==> src/rtl/clock_mode_ctrl.sv <==
// Alarm-clock mode controller: 1 s tick divider, set-mode adjust pulses, alarm match and buzzer.
// Latency: button pulse -> mode/enable/up_down outputs one cycle later; blink/buzzer follow state combinationally.
// Backpressure: none; buttons are single-cycle pulses consumed in the cycle they arrive.
module clock_mode_ctrl #(
    parameter int TICK_DIV  = 100_000_000,
    parameter int RING_SECS = 60
) (
    input  logic        clk,
    input  logic        rst,
    input  logic        btn_c,
    input  logic        btn_u,
    input  logic        btn_d,
    input  logic        btn_l,
    input  logic        btn_r,
    input  logic        alarm_on,
    input  logic [12:0] time_hm,
    input  logic        time_sec_z,
    input  logic [12:0] alarm_hm,
    output logic        tick_en,
    output logic        tm_enh,
    output logic        tm_enm,
    output logic        al_enh,
    output logic        al_enm,
    output logic        up_down,
    output logic [1:0]  mode,
    output logic        field_sel,
    output logic        blink,
    output logic        buzzer
);

    localparam int               DIV_W     = (TICK_DIV > 2) ? $clog2(TICK_DIV) : 1;
    localparam logic [DIV_W-1:0] DIV_LAST  = DIV_W'(TICK_DIV - 1);
    localparam logic [DIV_W-1:0] DIV_HALF  = DIV_W'(TICK_DIV / 2);
    localparam logic [7:0]       RING_LAST = 8'(RING_SECS);

    typedef enum logic [1:0] {
        CLOCK     = 2'd0,
        SET_TIME  = 2'd1,
        SET_ALARM = 2'd2,
        RINGING   = 2'd3
    } mode_t;

    mode_t            state_q;
    mode_t            state_d;
    logic [DIV_W-1:0] div_cnt;
    logic [7:0]       ring_cnt_q;
    logic [7:0]       ring_cnt_d;
    logic             field_sel_q;
    logic             field_sel_d;
    logic             match;
    logic             match_q;
    logic             trigger;
    logic             any_btn;
    logic             in_set;
    logic             adjust;

    assign match   = alarm_on && (time_hm == alarm_hm) && time_sec_z;
    assign trigger = match && !match_q;
    assign any_btn = btn_c | btn_u | btn_d | btn_l | btn_r;
    assign in_set  = (state_q == SET_TIME) || (state_q == SET_ALARM);
    // btn_c owns the cycle, and opposing up/down pulses cancel out.
    assign adjust  = in_set && !btn_c && (btn_u ^ btn_d);

    always_comb begin
        state_d     = state_q;
        ring_cnt_d  = ring_cnt_q;
        field_sel_d = field_sel_q;
        case (state_q)
            CLOCK: begin
                if (btn_c) begin
                    state_d     = SET_TIME;
                    field_sel_d = 1'b0;
                end else if (trigger) begin
                    state_d    = RINGING;
                    ring_cnt_d = '0;
                end
            end
            SET_TIME, SET_ALARM: begin
                if (btn_c) begin
                    state_d = (state_q == SET_TIME) ? SET_ALARM : CLOCK;
                end else if (btn_l) begin
                    field_sel_d = 1'b1;
                end else if (btn_r) begin
                    field_sel_d = 1'b0;
                end
            end
            RINGING: begin
                if (any_btn || (ring_cnt_q == RING_LAST)) begin
                    state_d = CLOCK;
                end else if (tick_en) begin
                    ring_cnt_d = ring_cnt_q + 8'd1;
                end
            end
            default: state_d = CLOCK;
        endcase
    end

    always_ff @(posedge clk) begin
        if (!rst) begin
            state_q     <= CLOCK;
            div_cnt     <= '0;
            ring_cnt_q  <= '0;
            field_sel_q <= 1'b0;
            match_q     <= 1'b0;
            tick_en     <= 1'b0;
            tm_enh      <= 1'b0;
            tm_enm      <= 1'b0;
            al_enh      <= 1'b0;
            al_enm      <= 1'b0;
            up_down     <= 1'b1;
        end else begin
            state_q     <= state_d;
            div_cnt     <= (div_cnt == DIV_LAST) ? '0 : div_cnt + 1'b1;
            ring_cnt_q  <= ring_cnt_d;
            field_sel_q <= field_sel_d;
            match_q     <= match;
            // Time is frozen while it is being set.
            tick_en     <= (div_cnt == DIV_LAST) && (state_q != SET_TIME);
            tm_enh      <= adjust && (state_q == SET_TIME) && field_sel_q;
            tm_enm      <= adjust && (state_q == SET_TIME) && !field_sel_q;
            al_enh      <= adjust && (state_q == SET_ALARM) && field_sel_q;
            al_enm      <= adjust && (state_q == SET_ALARM) && !field_sel_q;
            up_down     <= !(adjust && btn_d);
        end
    end

    assign mode      = state_q;
    assign field_sel = field_sel_q;
    assign blink     = (div_cnt < DIV_HALF);
    assign buzzer    = (state_q == RINGING) && blink;

endmodule

==> config.mk <==
export PLATFORM = sky130hd
export DESIGN_NAME = clock_mode_ctrl
export DESIGN_NICKNAME = d
export VERILOG_FILES = /design/src/rtl/clock_mode_ctrl.sv
export SDC_FILE = /design/constraint.sdc
export NUM_CORES = 1
export LEC_CHECK = 0
export ABC_AREA = 1
export CAP_MARGIN = 10
export CORE_ASPECT_RATIO = 0.5
export CORE_MARGIN = 2
export CORE_UTILIZATION = 44
export DETAILED_ROUTE_END_ITERATION = 6
export GPL_TIMING_DRIVEN = 0
export MAX_ROUTING_LAYER = met4
export PLACE_DENSITY_LB_ADDON = 0.3
export SYNTH_ARGS = -nofsm -noshare
export SYNTH_HDL_FRONTEND = slang
export SYNTH_SLANG_ARGS = --single-unit
export TNS_END_PERCENT = 5
==> constraint.sdc <==
create_clock -name clk -period 3.1 [get_ports clk]
set_input_delay 0.62 -clock clk [delete_from_list [all_inputs] [get_ports clk]]
set_output_delay 0.62 -clock clk [all_outputs]
set_load 0.005 [all_outputs]
==> metrics <==
buffer count from post-CTS setup fixing 0; Initial Util 45.8%; Util after Layout 57.4%; Clk Latency, worst-skew pair 0.29 ns; Reg2Reg Capture Point div_cnt[14]; vias in the first global route 2431; first-pass detailed-route iteration total 4; H-tree levels 2; flop2flop setup slack 1.29 ns; crit share post-route 86.3%; Lkg Pwr 0.00145 uW; Iter 0 DRT Violations 142; skew final 0.00656 ns; clock root cell clkbuf_16; first-pass GRT wire length 10100 um; hold path depth 2; Post-Syn Area per Cell 6.52 sq um; CTS sink cnt 45; Final min period 2.68 ns; die area 7050 sq um; total core area 6110 sq um; Slew Viols, Final 0; max-capacitance violation count 0; Final Hold Viols 0; critical path's slowest cell dfxtp_1; drt wl/cell 10.7 um; Critical Path AT 2.06 ns; CTS tree yes; final number of setup-violating endpoints 0; cells after synthesis 429; Total Nets Final 524; Syn Std Cell Area 2800 sq um; fin area 3500 sq um; synth warn 0; worst vdd ir 0.000240 V; Critical Path RT 2.48 ns; Reg2Reg Depth 8; share of layout cells above drive strength 1 8.09%; ordered cell list for the critical path nand2_2, nor2_1, nand4_1, nand3_1, a31oi_1, and2_1, clkdlybuf4s50_1; CTS Hold Buffers Added 0; Total Wirelength 6080 um; DIE WIDTH 117 um; clock slew at reported path FFs 0.06 ns; # DRC 0; sequential area share after synthesis 32.2%; initial antenna violation count 0; count of input and output buffers 45; DP Area 3360 sq um; largest net degree at the start of global routing 15; clock buffer count from CTS 5; # IOs 46; Multi-input gate area 1590 sq um; FF+latch area 901 sq um; Hold Path End div_cnt[25]; Vias/cell 4.65; crit path launch type register; synthesized net count 472; worst r2r src div_cnt[0]; Slew Limit Headroom 70.3%; TNS Setup 0 ns; Crit. End Element output port; final hold slack 0.477 ns; number of distinct library cells after synthesis 38; Setup CP Type reg -> out; Vias 2650; Synth Register Bits 45; Die Y 60.4 um; post-cts resize count 0; hpwl dp 4720 um; row count 20; Fill cells 604; Worst-Margin Slew 0.445 ns; gr usage total 18.8%; Clock Tree Buf Depth 2; min-delay src div_cnt[25]; CP Max Fanout 5; Layout Area Growth over Synthesis 25.1%; RSZ-0062 raised after global routing no; Overflow after GRT 0; max incr delay on CP 0.43 ns; status finished clean; diode count 0; Power Dens Cells 423 nW/um^2; Routed Antenna Nets 0; routability cong. 0.899; Fmax achieved 374 MHz; Hold Path Class reg -> reg
critical path: cells and delay by family (launching register included):
kind            cells  cell delay [ns]
flops               1             0.43
simple gates        5             0.81
compound gates      1             0.10
buf+inv             1             0.43
cell families (layout without fill, tap and decap cells):
group                    Yosys count  count (layout)  share of synthesized area (%)
XOR/XNOR                           5               5                           1.56
AO/OA/AOI/OAI                     39              39                           7.64
buffers and inverters             75             128                           10.9
flip-flops                        45              45                           32.2
adder cells (fa/ha/maj)            8               8                           3.58
AND/OR/NAND/NOR                  257             257                           44.1
area by class of cell:
type | instances | area share (%)
clock inverter | 3 | 0.500
clock buffer | 5 | 3.57
timing repair buffer | 45 | 12.9
tap | 88 | 3.14
multi-input combinational | 309 | 45.5
buffer | 6 | 1.32
sequential | 45 | 25.7
inverter | 69 | 7.40
metal layers:
metal / global-route usage, % / routed length (um) / vias up
met2: 31.9 / 2710 / 48
met3: 4.70 / 322 / 7
met4: 6.72 / 76 / 0
li1: - / - / 1463
met5: - / 0 / -
met1: 22.2 / 2970 / 1132
worst max-delay path by stage:
stage | start | to | slack, ns | cells after the start
after floorplan | div_cnt[12] | buzzer | 1.29 | 6
after global placement | div_cnt[13] | buzzer | 0.73 | 7
after detailed placement | div_cnt[13] | buzzer | 0.72 | 7
after CTS | div_cnt[12] | buzzer | 0.41 | 7
after global routing | div_cnt[13] | buzzer | 0.28 | 7
final | div_cnt[13] | buzzer | 0.42 | 7
Yosys cell counts:
library cell | number | area [sq um]
inv_1 | 69 | 259
ha_1 | 8 | 100
buf_6 | 2 | 22.5
clkbuf_1 | 1 | 3.75
nor2_2 | 1 | 6.26
o21ai_1 | 1 | 5.00
xnor2_1 | 1 | 8.76
nor2_4 | 4 | 45.0
nand3_2 | 2 | 20.0
dfxtp_1 | 45 | 901
nor4_1 | 4 | 25.0
nor2_1 | 55 | 206
or2_1 | 1 | 6.26
buf_4 | 2 | 15.0
nand2_2 | 2 | 12.5
or2_0 | 2 | 12.5
o21a_1 | 2 | 15.0
nand4_1 | 9 | 56.3
nor3b_2 | 4 | 50.1
nand3b_1 | 2 | 15.0
a31oi_1 | 2 | 12.5
and2_4 | 1 | 8.76
nand2_4 | 3 | 33.8
clkbuf_2 | 1 | 5.00
nor3_1 | 14 | 70.1
nand3_4 | 1 | 17.5
or2_2 | 5 | 31.3
nor3b_1 | 2 | 15.0
nand2_1 | 110 | 413
and2_1 | 1 | 6.26
nand3_1 | 31 | 155
o21ai_0 | 6 | 30.0
a21oi_1 | 27 | 135
a21oi_4 | 1 | 16.3
xor2_1 | 4 | 35.0
nor4_2 | 1 | 12.5
nor3_2 | 1 | 10.0
and3_1 | 1 | 6.26
registers in the layout, summed over array words and instances (netlist names):
signal      flops
div_cnt        27
ring_cnt_q      8
mode            2
al_enh          1
al_enm          1
field_sel       1
match_q         1
tick_en         1
tm_enh          1
tm_enm          1
up_down         1
report_power, final:
part | internal [uW] | switching [uW] | leakage, uW
combinational | 148 | 171 | 0.00101
clock | 295 | 223 | 0.0000696
sequential | 609 | 36.4 | 0.000364
layout by cell type (no fill, tap or decap), types with 3 or more instances in the layout:
cell type,netlist,final
a21oi_1,27,27
clkbuf_16,0,5
clkdlybuf4s50_1,0,45
dfxtp_1,45,45
ha_1,8,8
inv_1,69,69
nand2_1,110,110
nand2_4,3,3
nand3_1,31,31
nand4_1,9,9
nor2_1,55,55
nor2_4,4,4
nor3_1,14,14
nor3b_2,4,4
nor4_1,4,4
o21ai_0,6,6
or2_2,5,5
xor2_1,4,4
per-stage QoR:
stage          setup WS, ns  cells  power [uW]
2_1_floorplan          1.29    429         860
3_3_place_gp          0.732    562         974
3_5_place_dp          0.724    562         976
4_1_cts               0.415    570        1500
5_1_grt               0.281    570        1570
6_report              0.424    570        1480
Power figures use the tool's default switching activity.
